**src/rtl/semaforo_param.sv**
```systemverilog
// rtl/semaforo_param.sv - N-direction round-robin traffic-light controller with parade hold
module semaforo_param #(
    parameter int N_DIR      = 2,
    parameter int GREEN_MIN  = 4,
    parameter int GREEN_MAX  = 12,
    parameter int YELLOW_T   = 2,
    parameter int ALLRED_T   = 1,
    parameter int PARADE_DIR = 1,
    localparam int AW        = (N_DIR > 1) ? $clog2(N_DIR) : 1
) (
    input  logic               clk,
    input  logic               reset,
    input  logic [N_DIR-1:0]   T,
    input  logic               P,
    input  logic               R,
    output logic [3*N_DIR-1:0] L,
    output logic [AW-1:0]      act_dir,
    output logic               parade
);

    // The timer must reach the longest phase length it is compared against.
    localparam int T_SAT0 = (GREEN_MAX > YELLOW_T) ? GREEN_MAX : YELLOW_T;
    localparam int T_SAT  = (T_SAT0 > ALLRED_T) ? T_SAT0 : ALLRED_T;
    localparam int TW     = $clog2(T_SAT + 1);

    localparam logic [TW-1:0] SAT_V    = TW'(T_SAT);
    localparam logic [TW-1:0] GMIN_M1  = TW'(GREEN_MIN - 1);
    localparam logic [TW-1:0] GMAX_M1  = TW'(GREEN_MAX - 1);
    localparam logic [TW-1:0] YEL_M1   = TW'(YELLOW_T - 1);
    localparam logic [TW-1:0] ARED_M1  = TW'((ALLRED_T > 0) ? ALLRED_T - 1 : 0);
    localparam logic [AW-1:0] LAST_DIR = AW'(N_DIR - 1);
    localparam logic [AW-1:0] PAR_DIR  = AW'(PARADE_DIR);

    typedef enum logic [1:0] {
        GREEN  = 2'd0,
        YELLOW = 2'd1,
        ALLRED = 2'd2
    } phase_t;

    phase_t        phase, phase_nxt;
    logic [AW-1:0] dir_nxt, dir_inc;
    logic [TW-1:0] timer, timer_nxt;
    logic          parade_nxt;
    logic          hold;
    logic          others;
    logic          entry;

    // State registers: phase, served direction, phase timer, parade flag.
    always_ff @(posedge clk or negedge reset) begin
        if (!reset) begin
            phase   <= GREEN;
            act_dir <= '0;
            timer   <= '0;
            parade  <= 1'b0;
        end else begin
            phase   <= phase_nxt;
            act_dir <= dir_nxt;
            timer   <= timer_nxt;
            parade  <= parade_nxt;
        end
    end

    // Waiting traffic on any direction other than the one being served.
    always_comb begin
        others = 1'b0;
        for (int i = 0; i < N_DIR; i++) begin
            if ((AW'(i) != act_dir) && T[i]) begin
                others = 1'b1;
            end
        end
    end

    // Next phase, next direction, timer and parade flag.
    always_comb begin
        phase_nxt  = phase;
        dir_nxt    = act_dir;
        entry      = 1'b0;
        dir_inc    = (act_dir == LAST_DIR) ? '0 : act_dir + 1'b1;
        hold       = parade && (act_dir == PAR_DIR);
        parade_nxt = R ? 1'b0 : (P ? 1'b1 : parade);
        case (phase)
            GREEN: begin
                if ((timer >= GMIN_M1) && !hold &&
                    (!T[act_dir] || ((timer >= GMAX_M1) && others))) begin
                    phase_nxt = YELLOW;
                    entry     = 1'b1;
                end
            end
            YELLOW: begin
                if (timer == YEL_M1) begin
                    entry = 1'b1;
                    if (ALLRED_T == 0) begin
                        phase_nxt = GREEN;
                        dir_nxt   = dir_inc;
                    end else begin
                        phase_nxt = ALLRED;
                    end
                end
            end
            ALLRED: begin
                if (timer == ARED_M1) begin
                    phase_nxt = GREEN;
                    dir_nxt   = dir_inc;
                    entry     = 1'b1;
                end
            end
            default: begin
                phase_nxt = GREEN;
                entry     = 1'b1;
            end
        endcase
        if (entry) begin
            timer_nxt = '0;
        end else if (timer == SAT_V) begin
            timer_nxt = timer;
        end else begin
            timer_nxt = timer + 1'b1;
        end
    end

    // Moore lamp decode: only the served direction ever leaves red.
    always_comb begin
        L = '0;
        for (int i = 0; i < N_DIR; i++) begin
            if (AW'(i) == act_dir) begin
                case (phase)
                    GREEN:   L[3*i +: 3] = 3'b001;
                    YELLOW:  L[3*i +: 3] = 3'b010;
                    default: L[3*i +: 3] = 3'b100;
                endcase
            end else begin
                L[3*i +: 3] = 3'b100;
            end
        end
    end

endmodule
```
**config.mk**
```make
export PLATFORM = sky130hd
export DESIGN_NAME = semaforo_param
export DESIGN_NICKNAME = d
export VERILOG_FILES = /design/src/rtl/semaforo_param.sv
export SDC_FILE = /design/constraint.sdc
export NUM_CORES = 1
export LEC_CHECK = 0
export BUFFER_PORTS_ARGS = -buffer_cell sky130_fd_sc_hd__buf_2
export CORE_MARGIN = 2
export CORE_UTILIZATION = 40
export DETAILED_ROUTE_END_ITERATION = 10
export PLACE_DENSITY = 0.6
export SLEW_MARGIN = 20
export SYNTH_ARGS = -nofsm -noshare
export SYNTH_HDL_FRONTEND = slang
export SYNTH_SLANG_ARGS = --single-unit
```
**constraint.sdc**
```tcl
create_clock -name clk -period 3.5 [get_ports clk]
set_input_delay 0.875 -clock clk [delete_from_list [all_inputs] [get_ports clk]]
set_output_delay 0.875 -clock clk [all_outputs]
set_load 0.05 [all_outputs]
```
==> metrics.cfg, run 1 <==
[status]
status = completed

[floorplanning]
floorplan.die_area_um2 = 1620
num_rows = 13
io_pins = 14
floorplan.die.height_um = 40.2
x_dimension_of_the_die_um = 40.2
core_area_um2 = 1270
effective_utilization_at_floorplan_pct = 41.4

[clock_network]
root_buffer = sky130_fd_sc_hd__clkbuf_4
cts_made_buffers = 3
clockBufferDepth = 2
cts_setup_buffers = 0
clkSlewWorstSetupHoldPaths_ns = 0.06
hold_buffers = 0
tritoncts = built
clkSinkCount = 8
htree_levels = 1
cts.repair.resized = 0
clk_latency_ns = 0.26

[timing]
fin_ws_ns = 1.23
slew_viol_final = 0
finalCritPeriodShare_pct = 64.9
max_freq_mhz = 440
worst_slew_margin_rel_pct = 79.2
skew_final_ns = 0.00219
unrepaired_setup_endpoints_after_global_routing = false
hold_viol = 0
slew_at_the_pin_closest_to_its_max_slew_limit_ns = 0.311
fin_crit_ns = 2.27
setup_total_negative_slack_ns = 0
finalSetupViolations = 0

[synth]
number_of_synthesized_register_bits = 8
yosys_most_used_dff = sky130_fd_sc_hd__dfrtp_1
area_fraction_of_the_dominant_cell_type_after_synthesis_pct = 38.1
synth_enable_flop_cells = 0
synth-warning-count = 0
synth-async-reset-ratio_pct = 100
postSynthNetCount = 65
cell_types_with_the_largest_area_share_after_synthesis = sky130_fd_sc_hd__dfrtp_1 38%, sky130_fd_sc_hd__ha_1 7.1%, sky130_fd_sc_hd__nor2_1 5.0%
synth_sequential_area_ratio_pct = 38.1
synth_cell_type_count = 25
post_synth_inst_count = 56
synth.largest_area_cell = sky130_fd_sc_hd__dfrtp_1
synth.avg_cell_area_um2 = 9.38
area_of_the_mapped_netlist_um2 = 526

[worst_setup_path]
worst_r2r_endpoint = timer[3]
cp_cell_sequence = or2_2 -> nor2_1 -> buf_2
cp_num_buf_inv = 1
critical_path.slowest_cell = sky130_fd_sc_hd__dfrtp_1
worstPathRequired_ns = 2.62
setup.reg_to_reg.worst_slack_ns = 1.87
critical_path_peak_fanout = 7
critPathKind = flop to output port
worstRegToRegCells = 5
worst_path_dominant_cell_family = flip-flops
cpPeakStageDelay_ns = 0.45
worst_r2r_startpoint = timer[0]
cp.arrival_ns = 1.40
setup.worst_path.start_class = flop
end_kind = output port

[job]
timing.max_cap.violations = 0

[cells_and_area]
layout.nets = 81
layout.cells.most_common_list = 13 x sky130_fd_sc_hd__buf_2, 8 x sky130_fd_sc_hd__dfrtp_1, 7 x sky130_fd_sc_hd__nor2_1, 5 x sky130_fd_sc_hd__nand3_1
layout_commonest_cell = sky130_fd_sc_hd__buf_2
antenna_cells_inserted = 0
final.fill_count = 122
final_area_um2 = 609
drive_above_1_share_pct = 30.0
flow.area_growth_from_synthesis_pct = 16.0

[detailed_routing]
wl_um = 975
wl_per_cell_um = 11.5
antenna_left = 0
detailedRoute.firstPassIterationCount = 2
total_via_count_after_detailed_routing = 437
post-route-drc-count = 0
drt_iter0_markers = 9
avgViaCountPerCell = 5.14

[hold_path]
worstHoldPathType = input pin to async pin

[global_route]
grt_antenna_before_repair = 0
grt_use_total_pct = 13.9
grt_start_max_net_pins = 10
overflow = 0
grt_pass1_vias = 341
grt_first_pass_wirelength_um = 1460

[placement]
placed_cell_area_um2 = 587
pre_cts_ws_ns = 1.49
dp_hpwl_um = 730
gp_routability_congestion = 0.672
numPortBuffers = 13

-- flip-flops by register name, indices dropped and copies added, names as in the netlist --
signal and cells:
timer 4, parade 1, act_dir 1, phase 2
-- layout make-up --
type                    count  area (um^2)  share of cell area (%)
multi-input cells          43          292                    47.8
well taps                  15         18.8                    3.08
repair buffers             13         65.1                    10.7
inverters                   3         11.3                    1.85
flip-flops and latches      8          200                    32.9
clock buffers               3         22.5                    3.70
-- layer usage --
metal / vias to the layer above / wire [um] / track usage (%)
met5: - / 0 / 0
met1: 192 / 510 / 18.1
met3: 4 / 45 / 1.67
met2: 9 / 398 / 21.0
met4: 0 / 20 / 10.0
li1: 232 / - / -
-- metrics by stage --
| stage | std cells | util, % | hold slack [ns] |
|---|---|---|---|
| 6_report | 85 | 48.0 | 0.445 |
| 5_1_grt | 85 | 48.0 | 0.461 |
| 4_1_cts | 85 | 48.0 | 0.461 |
| 3_5_place_dp | 82 | 46.3 | 0.553 |
| 3_3_place_gp | 82 | 46.3 | 0.558 |
| 2_1_floorplan | 56 | - | 0.579 |
-- worst max path at each step --
stage                     startpoint   end  depth (start not counted)
after floorplan              act_dir  L[3]                          2
after global placement       act_dir  L[0]                          3
after detailed placement     act_dir  L[1]                          3
after CTS                    act_dir  L[1]                          3
after global routing         act_dir  L[0]                          3
final                        act_dir  L[1]                          3
-- Yosys cell counts, types with 2 or more instances --
cell type,n
sky130_fd_sc_hd__o211ai_1,2
sky130_fd_sc_hd__nand3_1,5
sky130_fd_sc_hd__dfrtp_1,8
sky130_fd_sc_hd__nand2b_1,2
sky130_fd_sc_hd__nor3_1,3
sky130_fd_sc_hd__buf_6,2
sky130_fd_sc_hd__xnor2_1,2
sky130_fd_sc_hd__ha_1,3
sky130_fd_sc_hd__a22o_1,2
sky130_fd_sc_hd__o21ai_0,2
sky130_fd_sc_hd__nor2_1,7
sky130_fd_sc_hd__nand2_1,3
sky130_fd_sc_hd__inv_1,3
-- worst register-to-register path, delay by kind of cell, from the launching register on --
| kind | cells | cell delay (ns) |
|---|---|---|
| simple gates | 1 | 0.24 |
| fa+ha+maj | 1 | 0.28 |
| compound gates | 2 | 0.49 |
| flops | 1 | 0.46 |
| buf+inv | 1 | 0.07 |
-- cell families after synthesis --
family	synth area share, %
and+or+nand+nor	30.0
AOI/OAI and AO/OA	13.1
DFF	38.1
buffers and inverters	6.43
adders and majority gates	7.14
xor gates and xnor gates	3.33
muxes	1.90
Power of run 1 is left out: the tool's default activity adds up to more than one toggle a clock period on the data nets, which glitch-free logic cannot reach.
==> run 2: changes to the inputs <==
--- a/config.mk
+++ b/config.mk
@@ -5,10 +5,11 @@
 export SDC_FILE = /design/constraint.sdc
 export NUM_CORES = 1
 export LEC_CHECK = 0
+export ABC_AREA = 1
 export BUFFER_PORTS_ARGS = -buffer_cell sky130_fd_sc_hd__buf_2
-export CORE_MARGIN = 2
-export CORE_UTILIZATION = 40
+export CORE_AREA = 2 2 39 41
 export DETAILED_ROUTE_END_ITERATION = 10
+export DIE_AREA = 0 0 41 43
 export PLACE_DENSITY = 0.6
 export SLEW_MARGIN = 20
 export SYNTH_ARGS = -nofsm -noshare
==> constraint.sdc (replaced) <==
create_clock -name clk -period 2.09 [get_ports clk]
set_input_delay 0.5225 -clock clk [delete_from_list [all_inputs] [get_ports clk]]
set_output_delay 0.5225 -clock clk [all_outputs]
set_load 0.05 [all_outputs]
==> metrics.cfg, run 2 <==
[detailed_routing]
drt_iter0_markers = 3  ; -6
antenna_left = 0  ; unchanged
post-route-drc-count = 0  ; unchanged
avgViaCountPerCell = 4.83  ; -6.0%
total_via_count_after_detailed_routing = 459  ; +5.0%
wl_per_cell_um = 10.5  ; -8.8%
detailedRoute.firstPassIterationCount = 4  ; +2
wl_um = 994  ; +1.9%

[clock_network]
cts_setup_buffers = 0  ; unchanged
hold_buffers = 0  ; unchanged
root_buffer = sky130_fd_sc_hd__clkbuf_4
clkSinkCount = 8  ; unchanged
htree_levels = 1  ; unchanged
clockBufferDepth = 2  ; unchanged
clkSlewWorstSetupHoldPaths_ns = 0.06  ; about the same
cts_made_buffers = 3  ; unchanged
clk_latency_ns = 0.26  ; about the same
tritoncts = built
cts.repair.resized = 0  ; unchanged

[worst_setup_path]
critical_path.slowest_cell = sky130_fd_sc_hd__dfrtp_1
critical_path_peak_fanout = 7  ; unchanged
cp.arrival_ns = 1.30  ; -0.10 ns
cp_cell_sequence = inv_1 -> nor2_2 -> buf_2
worst_r2r_endpoint = timer[3]
worstRegToRegCells = 7  ; +2
worstPathRequired_ns = 1.57  ; -1.05 ns
setup.worst_path.start_class = flop
worst_r2r_startpoint = timer[0]
end_kind = output port
critPathKind = flop to output port
setup.reg_to_reg.worst_slack_ns = 0.78  ; -1.09 ns
cpPeakStageDelay_ns = 0.47  ; +0.02 ns

[placement]
gp_routability_congestion = 0.648  ; -3.6%
numPortBuffers = 13  ; unchanged
dp_hpwl_um = 801  ; +9.8%

[floorplanning]
floorplan.die_area_um2 = 1760  ; +8.9%
floorplan.die.height_um = 43  ; +6.8%
io_pins = 14  ; unchanged
effective_utilization_at_floorplan_pct = 36.0  ; -5.4 points
x_dimension_of_the_die_um = 41  ; +1.9%
core_area_um2 = 1380  ; +9.1%
num_rows = 14  ; +1

[synth]
area_fraction_of_the_dominant_cell_type_after_synthesis_pct = 40.2  ; +2.1 points
postSynthNetCount = 73  ; +12%
post_synth_inst_count = 64  ; +14%
synth-async-reset-ratio_pct = 100  ; unchanged
area_of_the_mapped_netlist_um2 = 498  ; -5.2%
synth.avg_cell_area_um2 = 7.78  ; -17%
synth_sequential_area_ratio_pct = 40.2  ; +2.1 points
number_of_synthesized_register_bits = 8  ; unchanged
synth_cell_type_count = 18  ; -28%
synth_enable_flop_cells = 0  ; unchanged
synth-warning-count = 0  ; unchanged
yosys_most_used_dff = sky130_fd_sc_hd__dfrtp_1
synth.largest_area_cell = sky130_fd_sc_hd__dfrtp_1
synth_commonest_cells = 12 x sky130_fd_sc_hd__nand2_1, 12 x sky130_fd_sc_hd__nor2_1, 8 x sky130_fd_sc_hd__dfrtp_1, 6 x sky130_fd_sc_hd__inv_1, 5 x sky130_fd_sc_hd__nand3_1
cell_types_with_the_largest_area_share_after_synthesis = sky130_fd_sc_hd__dfrtp_1 40%, sky130_fd_sc_hd__nand2_1 9.0%, sky130_fd_sc_hd__nor2_1 9.0%

[timing]
slew_viol_final = 0  ; unchanged
hold_viol = 0  ; unchanged
fin_crit_ns = 1.83
unrepaired_setup_endpoints_after_global_routing = false
skew_final_ns = 0.00642  ; +0.00423 ns
finalCritPeriodShare_pct = 87.4
finalSetupViolations = 0  ; unchanged
worst_slew_margin_rel_pct = 81.7  ; +2.5 points
setup_total_negative_slack_ns = 0  ; unchanged
slew_at_the_pin_closest_to_its_max_slew_limit_ns = 0.275  ; -0.0367 ns
max_freq_mhz = 548

[cells_and_area]
antenna_cells_inserted = 0  ; unchanged
number_of_flip_flops_under_the_largest_register_name = 4  ; unchanged
layout.nets = 90  ; +11%
drive_above_1_share_pct = 34.2  ; +4.2 points
layout.cells.most_common_list = 13 x sky130_fd_sc_hd__buf_2, 11 x sky130_fd_sc_hd__nand2_1, 8 x sky130_fd_sc_hd__nor2_1, 8 x sky130_fd_sc_hd__dfrtp_1, 6 x sky130_fd_sc_hd__inv_1
max_flop_register = timer
flow.area_growth_from_synthesis_pct = 23.9
layout_commonest_cell = sky130_fd_sc_hd__buf_2
reg_top3 = timer: 4 flops, phase: 2 flops

[global_route]
grt_start_max_net_pins = 9  ; -1
grt_pass1_vias = 391  ; +15%
grt_first_pass_wirelength_um = 1620  ; +11%
grt_antenna_before_repair = 0  ; unchanged
overflow = 0  ; unchanged
grt_use_total_pct = 14.2  ; +0.31 points

[hold_path]
worstHoldPathType = input pin to async pin

[status]
status = completed

[job]
timing.max_cap.violations = 0  ; unchanged

==> run 2: changes by cell type after synthesis, moves of 3 or more <==
cell                      delta
sky130_fd_sc_hd__inv_1       +3
sky130_fd_sc_hd__nand2_1     +9
sky130_fd_sc_hd__nand2_2     +3
sky130_fd_sc_hd__nor2_1      +5
==> run 2: logic make-up after synthesis <==
group / after synthesis / share of synthesized area [%]
compound gates: 8 / 10.3
xor+xnor: 2 / 3.52
fa+ha+maj: 3 / 7.54
buf+inv: 7 / 6.78
flops: 8 / 40.2
simple gates: 36 / 31.7
==> run 2: worst max-delay path by stage <==
stage,cells past startpoint,end,slack [ns],start
floorplan,3,L[0],-0.06,act_dir
global placement,3,L[4],0.55,phase[0]
detailed placement,3,L[1],0.53,phase[0]
CTS,3,L[1],0.25,phase[0]
global route,3,L[1],0.18,phase[0]
finish,3,L[1],0.26,phase[0]
==> run 2: through the flow <==
step / hold WS (ns) / util [%] / std cells / setup slack (ns) / instance area [um^2]
6_report: 0.0961 / 44.6 / 95 / 0.264 / 617
5_1_grt: 0.109 / 44.6 / 95 / 0.182 / 617
4_1_cts: 0.0971 / 44.6 / 95 / 0.252 / 617
3_5_place_dp: 0.370 / 42.9 / 92 / 0.532 / 594
3_3_place_gp: 0.370 / 42.9 / 92 / 0.553 / 594
2_1_floorplan: 0.227 / - / 64 / -0.0633 / 520
==> run 2: cell type report <==
cell class	count	area, um^2
Fill cell	145	767
Multi-Input combinational cell	49	287
Sequential cell	8	200
Timing Repair Buffer	13	65.1
Clock buffer	3	22.5
Inverter	6	22.5
Tap cell	16	20.0
==> run 2: critical path: cells and delay by family (launching register included) <==
family                 cells  cell delay (ns)
DFF                        1             0.47
and+or+nand+nor            1             0.13
buffers and inverters      2             0.46
==> run 2: metal layers <==
metal,vias to the layer above,global-route usage [%],wire length [um]
met5,-,0,0
met4,0,6.00,11
met3,2,6.28,77
met2,14,20.9,479
met1,207,17.2,426
li1,236,-,-
Power of run 2 is left out for the same reason.
